[src/rtl/uart_tx_cfg.sv]
// Configurable UART transmitter: data width, parity and stop bits fixed at elaboration.
// A one-entry holding register behind a valid/ready handshake keeps frames back-to-back.
module uart_tx_cfg #(
  parameter int CLKS_PER_BIT = 868,
  parameter int DATA_BITS    = 8,
  parameter int PARITY_EN    = 0,
  parameter int PARITY_ODD   = 0,
  parameter int STOP_BITS    = 1
) (
  input  logic                 clk,
  input  logic                 reset_n,
  input  logic                 tx_valid,
  input  logic [DATA_BITS-1:0] tx_data,
  output logic                 tx_ready,
  output logic                 tx_serial,
  output logic                 tx_active,
  output logic                 tx_done
);

  localparam int CW = $clog2(CLKS_PER_BIT);
  localparam int BW = $clog2(DATA_BITS);
  localparam logic [CW-1:0] CLK_LAST  = CW'(CLKS_PER_BIT - 1);
  localparam logic [BW-1:0] BIT_LAST  = BW'(DATA_BITS - 1);
  localparam logic          STOP_LAST = 1'(STOP_BITS - 1);

  if (CLKS_PER_BIT < 2) begin : g_chk_clks
    $error("uart_tx_cfg: CLKS_PER_BIT must be at least 2");
  end
  if (DATA_BITS < 5 || DATA_BITS > 9) begin : g_chk_data
    $error("uart_tx_cfg: DATA_BITS must be in 5..9");
  end
  if (STOP_BITS != 1 && STOP_BITS != 2) begin : g_chk_stop
    $error("uart_tx_cfg: STOP_BITS must be 1 or 2");
  end
  if (PARITY_EN != 0 && PARITY_EN != 1) begin : g_chk_pen
    $error("uart_tx_cfg: PARITY_EN must be 0 or 1");
  end
  if (PARITY_ODD != 0 && PARITY_ODD != 1) begin : g_chk_podd
    $error("uart_tx_cfg: PARITY_ODD must be 0 or 1");
  end

  typedef enum logic [2:0] {IDLE, START, DATA, PARITY, STOP} state_t;

  state_t               state;
  logic [CW-1:0]        clk_count;
  logic [BW-1:0]        bit_index;
  logic                 stop_count;
  logic [DATA_BITS-1:0] shifter;
  logic [DATA_BITS-1:0] hold_reg;
  logic                 hold_full;

  logic          clk_last;
  logic          stop_end;
  logic          load;
  logic          transfer;
  logic [BW-1:0] next_index;
  logic          parity_bit;

  assign clk_last   = (clk_count == CLK_LAST);
  assign stop_end   = (state == STOP) && clk_last && (stop_count == STOP_LAST);
  assign load       = hold_full && ((state == IDLE) || stop_end);
  // The register emptied by a load may be refilled on the same edge.
  assign tx_ready   = !hold_full || load;
  assign transfer   = tx_valid && tx_ready;
  assign next_index = bit_index + 1'b1;
  assign parity_bit = (^shifter) ^ PARITY_ODD[0];

  always_ff @(posedge clk or negedge reset_n) begin
    if (!reset_n) begin
      state      <= IDLE;
      clk_count  <= '0;
      bit_index  <= '0;
      stop_count <= 1'b0;
      shifter    <= '0;
      hold_reg   <= '0;
      hold_full  <= 1'b0;
      tx_serial  <= 1'b1;
      tx_active  <= 1'b0;
      tx_done    <= 1'b0;
    end else begin
      tx_done <= 1'b0;
      if (transfer) begin
        hold_reg  <= tx_data;
        hold_full <= 1'b1;
      end else if (load) begin
        hold_full <= 1'b0;
      end

      case (state)
        IDLE: begin
          if (load) begin
            shifter   <= hold_reg;
            clk_count <= '0;
            state     <= START;
            tx_serial <= 1'b0;
            tx_active <= 1'b1;
          end
        end
        START: begin
          if (clk_last) begin
            clk_count <= '0;
            state     <= DATA;
            tx_serial <= shifter[0];
          end else begin
            clk_count <= clk_count + 1'b1;
          end
        end
        DATA: begin
          if (clk_last) begin
            clk_count <= '0;
            if (bit_index == BIT_LAST) begin
              bit_index <= '0;
              if (PARITY_EN != 0) begin
                state     <= PARITY;
                tx_serial <= parity_bit;
              end else begin
                state      <= STOP;
                stop_count <= 1'b0;
                tx_serial  <= 1'b1;
              end
            end else begin
              bit_index <= next_index;
              tx_serial <= shifter[next_index];
            end
          end else begin
            clk_count <= clk_count + 1'b1;
          end
        end
        PARITY: begin
          if (clk_last) begin
            clk_count  <= '0;
            stop_count <= 1'b0;
            state      <= STOP;
            tx_serial  <= 1'b1;
          end else begin
            clk_count <= clk_count + 1'b1;
          end
        end
        STOP: begin
          if (clk_last) begin
            clk_count <= '0;
            if (stop_count == STOP_LAST) begin
              stop_count <= 1'b0;
              tx_done    <= 1'b1;
              if (hold_full) begin
                shifter   <= hold_reg;
                state     <= START;
                tx_serial <= 1'b0;
              end else begin
                state     <= IDLE;
                tx_serial <= 1'b1;
                tx_active <= 1'b0;
              end
            end else begin
              stop_count <= 1'b1;
            end
          end else begin
            clk_count <= clk_count + 1'b1;
          end
        end
        default: state <= IDLE;
      endcase
    end
  end

endmodule

[config.mk]
export PLATFORM = sky130hd
export DESIGN_NAME = uart_tx_cfg
export DESIGN_NICKNAME = d
export VERILOG_FILES = /design/src/rtl/uart_tx_cfg.sv
export SDC_FILE = /design/constraint.sdc
export NUM_CORES = 1
export LEC_CHECK = 0
export ABC_AREA = 1
export CAP_MARGIN = 20
export CORE_MARGIN = 2
export CORE_UTILIZATION = 60
export CTS_CLUSTER_SIZE = 14
export DETAILED_ROUTE_END_ITERATION = 7
export GPL_ROUTABILITY_DRIVEN = 0
export PLACE_DENSITY_LB_ADDON = 0.05
export RECOVER_POWER = 50
export SYNTH_ARGS = -nofsm -noshare
export SYNTH_HDL_FRONTEND = slang
export SYNTH_SLANG_ARGS = --single-unit
[constraint.sdc]
create_clock -name clk -period 3.9 [get_ports clk]
set_input_delay 0.975 -clock clk [delete_from_list [all_inputs] [get_ports clk]]
set_output_delay 0.975 -clock clk [all_outputs]
set_load 0.05 [all_outputs]
# After elaboration in Yosys (flattened, before gate mapping)
# Cells that the tools add are included.
[word_totals]
regBits = 37
[classes]
add_sub_neg = 2
n_lt_le_gt_ge = 1
eq_ne = 15
mux = 44
bitwise = 1
reduce_logical = 21
[ops]
columns = ["operator", "count"]
rows = [
  ["two-way mux 8 bit", 4],
  ["two-way mux 3 bit", 8],
  ["two-way mux 1 bit", 23],
  ["two-way mux 10 bit", 2],
  ["case mux 10 bit (2 select lines)", 1],
  ["!= test 2 bit, second input constant", 9],
  ["case mux 8 bit (2 select lines)", 1],
  ["case mux 3 bit (5 select lines)", 1],
  ["AND reduction 5 bit", 3],
  ["AND reduction 7 bit", 2],
  ["adder 10 x 1 -> 10 bit, second input constant", 1],
  ["equality test 10 bit, second input constant", 1],
  ["equality test 3 x 2 -> 1 bit, second input constant", 2],
  ["equality test 3 bit, second input constant", 2],
  ["nonzero test 2 bit", 3],
  ["case mux 1 bit (5 select lines)", 1],
  ["nonzero test 5 bit", 1],
  ["logical AND 1 bit", 4],
  ["less-than comparator 3 x 4 -> 1 bit, second input constant", 1],
  ["AND reduction 2 bit", 2],
  ["OR reduction 4 bit", 1],
  ["adder 3 x 1 -> 3 bit, second input constant", 1],
  ["binary-select mux 1 bit (select 3 bit)", 1],
  ["equality test 3 x 1 -> 1 bit, second input constant", 1],
  ["other kinds (7)", 8],
]

# Depth between registers and ports, before layout
# Gate-level depths: netlist (run 1).
[depth]
depth_word = 8
ltp_mapped = 10

# Worst setup path before layout (run 1)
# Ideal clock, no wire load.
[synth_timing]
kind = "flip-flop to output port"
start = "register clk_count[0]"
end = "output port tx_ready"
arrival_time_ns = 1.178
slack_ns = 1.747
stages_incl_launch_ff = 7
n_path_buf = 1
path_cell_list = "dfrtp_1 ha_1 nand3_1 inv_1 nand3_1 nand3_1 buf_4"
[synth_between]
elab_chain_len = 6
[synth_rtl]
columns = ["element", "line", "rtl"]
rows = [
  ["start: declaration", "45", "logic [CW-1:0] clk_count;"],
  ["start signal: assignment", "105", "clk_count <= clk_count + 1'b1;"],
  ["start signal: assignment", "126", "clk_count <= clk_count + 1'b1;"],
  ["start signal: assignment", "136", "clk_count <= clk_count + 1'b1;"],
  ["equality test 10 bit", "59", "assign clk_last = (clk_count == CLK_LAST);"],
  ["logical AND 1 bit (2 in a row)", "60", "assign stop_end = (state == STOP) && clk_last && (stop_count == STOP_LAST);"],
  ["logical OR 1 bit", "61", "assign load = hold_full && ((state == IDLE) || stop_end);"],
  ["logical AND 1 bit", "61", ""],
  ["logical OR 1 bit", "63", "assign tx_ready = !hold_full || load;"],
  ["end: declaration", "14", "output logic tx_ready,"],
]
# No other way between the ends.

# Final worst setup path (run 1)
[layout_timing]
start = "register state[1]"
end = "output port tx_ready"
[layout_between]
elab_chain_len = 6
word_cells_on_any_way = 7
classes_between = "1 x eq/ne; 6 x reduce/logical"
[layout_rtl]
columns = ["element", "line", "rtl"]
rows = [
  ["start: declaration", "44", "state_t state;"],
  ["start signal: assignment", "70", "state <= IDLE;"],
  ["start signal: assignment", "94", "state <= START;"],
  ["start signal: assignment", "102", "state <= DATA;"],
  ["equality test 3 bit", "60", ""],
  ["logical AND 1 bit (2 in a row)", "60", ""],
  ["logical OR 1 bit *", "61", ""],
  ["logical AND 1 bit *", "61", ""],
  ["logical OR 1 bit *", "63", ""],
]
# Every way passes the cells marked *; elsewhere a longest branch is shown, timed or not.

==> results_dict.tcl, run 1 <==
set metrics [dict create \
    post_cts_buffers 0 \
    hold_buffers 0 \
    start_util_pct 61.9 \
    yosys.area_share.simple_pct 33.7 \
    cp_slowest_stage_delay_ns 0.88 \
    largest_reg_flops 10 \
    p_sw_share_pct 23.5 \
    diodes 0 \
    drc 0 \
    status "finished, violations left" \
    ff2ff_path_depth 8 \
    max-vdd-ir-drop_v 0.000311 \
    slew_viol_final 37 \
    worst_setup_path_start_kind "flop" \
    power.switching_uw 171 \
    routedWlPerCell_um 13.9 \
    cp_slowest_cell "clkdlybuf4s50_1" \
    grt-ovfl-total 0 \
    grt.met2_usage_pct 38.8 \
    drv_cap 1 \
    grt_pass1_wl_um 6540 \
    fin_crit_ns 3.54 \
    hp-class "flop to flop" \
    track_usage_pct 25.0 \
    grt_pass1_vias 1499 \
    path_buf_inv 2 \
    hold_viol 0 \
    dieArea_um2 3530 \
    cp_cell_sequence "inv_1, nand2_1, nor2_1, nand3_1, nand3_1, clkdlybuf4s50_1" \
    cts_tree "yes" \
    synth.top_cell.area_share_pct 47.5 \
    yosys.area.top_type "dfrtp_1" \
    synth-compound-area-share_pct 8.35 \
    slew_headroom_pct -26.0 \
    power.internal_uw 557 \
    post_cts_resized 0 \
    syn-num-nets 243 \
    yosys-top-cells-count "nand2_1, dfrtp_1, nand3_1" \
    rsz0062_at_grt "no" \
    synthMuxAreaShare_pct 0 \
    crit_type "flop to output port" \
    use_met1_pct 31.9 \
    pre_cts_ws_ns 0.784 \
    yosysUniqueCellTypes 28 \
    wl_um 3920 \
    grt_busiest_layer "met2" \
    max_freq_mhz 282 \
    crit_fanout 11 \
    die_h_um 59.4 \
    violations "capacitance limit, slew limit" \
    synth_xor_area_share_pct 1.43 \
    dp_hpwl_um 2920 \
    numCtsBuffers 5 \
    cts_sinks 36 \
    portBuffers 14 \
    vias_per_cell 5.82 \
    use_met3_pct 7.42 \
    clock_path_buffers 2 \
    clk_pin_slew_worst_paths_ns 0.11 \
    ys_async_sr_fraction_pct 100 \
    yosysMostFrequentCell "nand2_1" \
    drt-initial-drc-count 113 \
    die_w_um 59.4 \
    p_leak_nw 0.983 \
    core_um2 2980 \
    nFillCells 261 \
    p_per_area_nw_per_um2 352 \
    synth_area_um2 1840 \
    post-route-period-util_pct 90.9 \
    root_buffer "clkbuf_4" \
    ys_seq_area_share_pct 48.9 \
    cp.depth 6 \
    synth-edff-count 0 \
    antenna_found_initial 0 \
    p_clk_share_pct 35.3 \
    synth_adder_area_share_pct 2.04 \
    synth_area_leaders "dfrtp_1, nand2_1, nand3_1" \
    worst_slew_pin_slew_ns 1.89 \
    synthCells 229 \
    rows 20 \
    htreeDepth 2 \
    required_ns 2.92 \
    p_seq_share_pct 57.5 \
    setup_slack_ns 0.356 \
    ys_warn_count 0 \
    clk_latency_ns 0.35 \
    finalSetupViolations 0 \
    ys_ff_latch 36 \
    post_synth.cell_area_avg_um2 8.05 \
    synth_top_family_by_area "simple AND/OR/NAND/NOR gates" \
    cp.arrival_ns 2.57 \
    dr.pass1.iters 4 \
    worstHoldPathCells 2 \
    area_growth_pct 12.4 \
    finalSetupTns_ns 0 \
    vias 1640 \
    finalNetCount 262 \
    grt_max_degree 37 \
    detail-route-antenna-nets 0 \
    crit_path_end_kind "output port" \
    cpMostUsedCell "nand3_1" \
    synth_ff_type "dfrtp_1" \
    skew_ns 0.0110 \
    drive_above_1_share_pct 8.03 \
    cpLargestDelayFamily "buffers and inverters" \
    top_level_ports 15 \
    power.share.combinational_pct 7.2 \
]
[metal layers]
layer	part of all wire, %	wire length (µm)	vias to the layer above
met2	46	1820	81
met3	6.8	268	15
met5	0	0	-
li1	-	-	790
met1	44	1730	754
met4	2.8	109	0
[per-stage QoR]
step | util [%] | hold slack (ns) | instances | total power, mW | cell area [µm²]
3_5_place_dp | 67.4 | 0.467 | 274 | 0.480 | 2010
6_report | 69.5 | 0.491 | 282 | 0.728 | 2070
2_1_floorplan | - | 0.442 | 229 | 0.450 | 1840
4_1_cts | 70.0 | 0.494 | 282 | 0.734 | 2080
5_1_grt | 69.5 | 0.527 | 282 | 0.759 | 2070
3_3_place_gp | 67.4 | 0.461 | 274 | 0.476 | 2010
[layout make-up]
| class | instances | area, µm² | area share (%) |
|---|---|---|---|
| clock buffers | 6 | 41.3 | 1.99 |
| clock inverters | 2 | 35.0 | 1.69 |
| inverters | 20 | 77.6 | 3.75 |
| multi-input cells | 170 | 830 | 40.1 |
| flip-flops and latches | 36 | 902 | 43.6 |
| well taps | 33 | 41.3 | 1.99 |
| repair buffers | 15 | 144 | 6.95 |
[worst register-to-register path, delay by kind of cell, from the launching register on]
family	cells	cell delay (ns)
DFF	1	0.44
and+or+nand+nor	7	1.13
buffers and inverters	1	0.14
[cell families after synthesis]
group | Yosys count
and+or+nand+nor | 135
DFF | 36
AOI/OAI and AO/OA | 29
buffers and inverters | 23
xor gates and xnor gates | 3
adders and majority gates | 3
[power groups by stage]
stage                     Clock, mW  Combinational [mW]  Sequential, mW
after global placement            0              0.0514           0.424
after CTS                     0.262              0.0541           0.418
after global routing          0.274              0.0617           0.423
after detailed placement          0              0.0539           0.426
final                         0.257              0.0523           0.419
after floorplan                   0              0.0307           0.419
[final timing paths]
| check | from | to | slack (ns) |
|---|---|---|---|
| max reg2reg | state[1] | hold_reg[1] | 2.08 |
| min | hold_reg[7] | hold_reg[7] | 0.49 |
| max | state[1] | tx_ready | 0.36 |
| min reg2reg | hold_reg[7] | hold_reg[7] | 0.49 |
| max in group asynchronous | reset_n | clk_count[6] | 1.14 |
| min in group asynchronous | reset_n | state[1] | 1.67 |
[placed cells by master (no fill, tap or decap), drive strengths merged]
master / n
clkbuf: 7
a21oi: 5
a31oi: 1
nand3: 24
clkinv: 1
dlygate4sd3: 1
dfrtp: 35
inv: 20
o21ai: 19
o22ai: 2
xor2: 3
o211ai: 1
ha: 3
nor3: 6
dfstp: 1
nand4: 6
nor2: 15
bufinv: 1
and3: 1
o21bai: 1
nand2: 83
clkdlybuf4s50: 13
(Power assumes the default switching activity.)
==> run 2, diff against run 1 <==
--- a/config.mk
+++ b/config.mk
@@ -12,7 +12,8 @@
 export CTS_CLUSTER_SIZE = 14
 export DETAILED_ROUTE_END_ITERATION = 7
 export GPL_ROUTABILITY_DRIVEN = 0
-export PLACE_DENSITY_LB_ADDON = 0.05
+export MAX_ROUTING_LAYER = met4
+export PLACE_DENSITY_LB_ADDON = 0.25
 export RECOVER_POWER = 50
 export SYNTH_ARGS = -nofsm -noshare
 export SYNTH_HDL_FRONTEND = slang
==> results_dict.tcl, run 2 (synthesis gave the netlist of run 1 again) <==
set metrics [dict create \
    status "finished, violations left" \
    violations "capacitance limit, slew limit" \
    grt_pass1_wl_um 6040 \
    nFillCells 259 \
    post_cts_resized 0 \
    required_ns 2.92 \
    numCtsBuffers 5 \
    slew_viol_final 37 \
    multi_input_area_um2 817 \
    dr.pass1.iters 4 \
    worstSetupStartpoint "clk_count[1]" \
    crit_path_end_kind "output port" \
    regArea_um2 902 \
    portBuffers 14 \
    worstHoldPathCells 2 \
    fin_crit_ns 3.50 \
    worst_slew_pin_slew_ns 1.84 \
    routedWlPerCell_um 12.2 \
    start_util_pct 61.9 \
    largest_reg_flops 10 \
    finalSetupViolations 0 \
    fin_total_pwr_uw 759 \
    ff2ff_path_depth 8 \
    finalSetupTns_ns 0 \
    drt-initial-drc-count 62 \
    post_cts_buffers 0 \
    max_freq_mhz 285 \
    post-route-period-util_pct 89.9 \
    antenna_found_initial 0 \
    area_growth_pct 12.7 \
    detail-route-antenna-nets 0 \
    hold_end "hold_reg[3]" \
    rsz0062_at_grt "no" \
    root_buffer "clkbuf_4" \
    cp.arrival_ns 2.53 \
    core_um2 2980 \
    clock_path_buffers 2 \
    holdWs_ns 0.480 \
    drive_above_1_share_pct 8.43 \
    hold_viol 0 \
    clk_latency_ns 0.34 \
    dp_hpwl_um 2640 \
    grt_pass1_vias 1387 \
    grt_max_degree 37 \
    crit_fanout 11 \
    crit_type "flop to output port" \
    drc 0 \
    die_h_um 59.4 \
    dieArea_um2 3530 \
    max-vdd-ir-drop_v 0.000233 \
    p_leak_nw 0.992 \
    cts_tree "yes" \
    hold_start "hold_reg[3]" \
    rr_endpoint "hold_reg[4]" \
    skew_ns 0.00780 \
    htreeDepth 2 \
    top_level_ports 15 \
    mostFrequentLayoutCell "nand2_1" \
    vias_per_cell 5.50 \
    drv_cap 1 \
    hp-class "flop to flop" \
    diodes 0 \
    setup_slack_ns 0.395 \
    slew_headroom_pct -22.7 \
    utilization_pct 69.7 \
    wl_um 3450 \
    vias 1551 \
    clk_pin_slew_worst_paths_ns 0.11 \
    p_per_area_nw_per_um2 366 \
    worst_setup_path_start_kind "flop" \
    cts_sinks 36 \
    rows 20 \
    hold_buffers 0 \
    pre_cts_ws_ns 0.784 \
    ff2ff_setup_slack_ns 2.13 \
    track_usage_pct 24.0 \
    grt-ovfl-total 0 \
    finalNetCount 262 \
    mostFrequentLayoutCells "nand2_1, dfrtp_1, nand3_1, o21ai_0, inv_1" \
    die_w_um 59.4 \
    regToRegStartpoint "clk_count[0]" \
]
[run 2: cell types whose count changed in the layout (fill, tap and decap cells not counted), sizes merged]
cell	change
clkinv	-1
clkbuf	+1
[run 2: worst max path at each step]
stage / cells past startpoint / end / slack (ns)
after detailed placement: 6 / tx_ready / 0.78
after CTS: 6 / tx_ready / 0.39
after floorplan: 6 / tx_ready / 1.75
after global placement: 6 / tx_ready / 0.85
after global routing: 6 / tx_ready / 0.20
final: 6 / tx_ready / 0.40
[run 2: cell type report]
| class | count | share of cell area, % |
|---|---|---|
| repair buffers | 15 | 6.93 |
| clock inverters | 1 | 1.45 |
| well taps | 33 | 1.99 |
| flip-flops and latches | 36 | 43.4 |
| clock buffers | 7 | 3.13 |
| multi-input cells | 170 | 39.3 |
| inverters | 20 | 3.73 |
[run 2: routing by layer]
layer | vias up | global-route usage (%) | routed length (µm)
met2 | 35 | 38.6 | 1700
li1 | 791 | - | -
met4 | 0 | 10.4 | 102
met5 | - | - | 0
met1 | 713 | 28.0 | 1500
met3 | 12 | 6.55 | 142
[run 2: metrics by stage]
step	cell area [µm²]	instances
finish	2080	282
global route	2080	282
CTS	2100	282
detailed placement	2010	274
global placement	2010	274
floorplan	1840	229
[run 2: power by group]
part	total, mW	switching [mW]	leakage [nW]	internal (mW)
sequential	0.416	0.0153	0.463	0.401
clock	0.291	0.121	0.0515	0.170
combinational	0.0517	0.0302	0.478	0.0216
[run 2: worst max-delay path, stage by stage (launching register included)]
cell and delay, ns:
dfrtp_1 0.41, ha_1 0.23, nand3_1 0.12, inv_1 0.10, nand3_1 0.10, nand3_1 0.33
clkdlybuf4s50_1 0.89
==> run 3, diff against run 2 <==
--- a/config.mk
+++ b/config.mk
@@ -15,6 +15,7 @@
 export MAX_ROUTING_LAYER = met4
 export PLACE_DENSITY_LB_ADDON = 0.25
 export RECOVER_POWER = 50
+export SKIP_CTS_REPAIR_TIMING = 1
 export SYNTH_ARGS = -nofsm -noshare
 export SYNTH_HDL_FRONTEND = slang
 export SYNTH_SLANG_ARGS = --single-unit
==> results of run 3 <==
Final layout, timing and power as in run 2 (identical DEF).
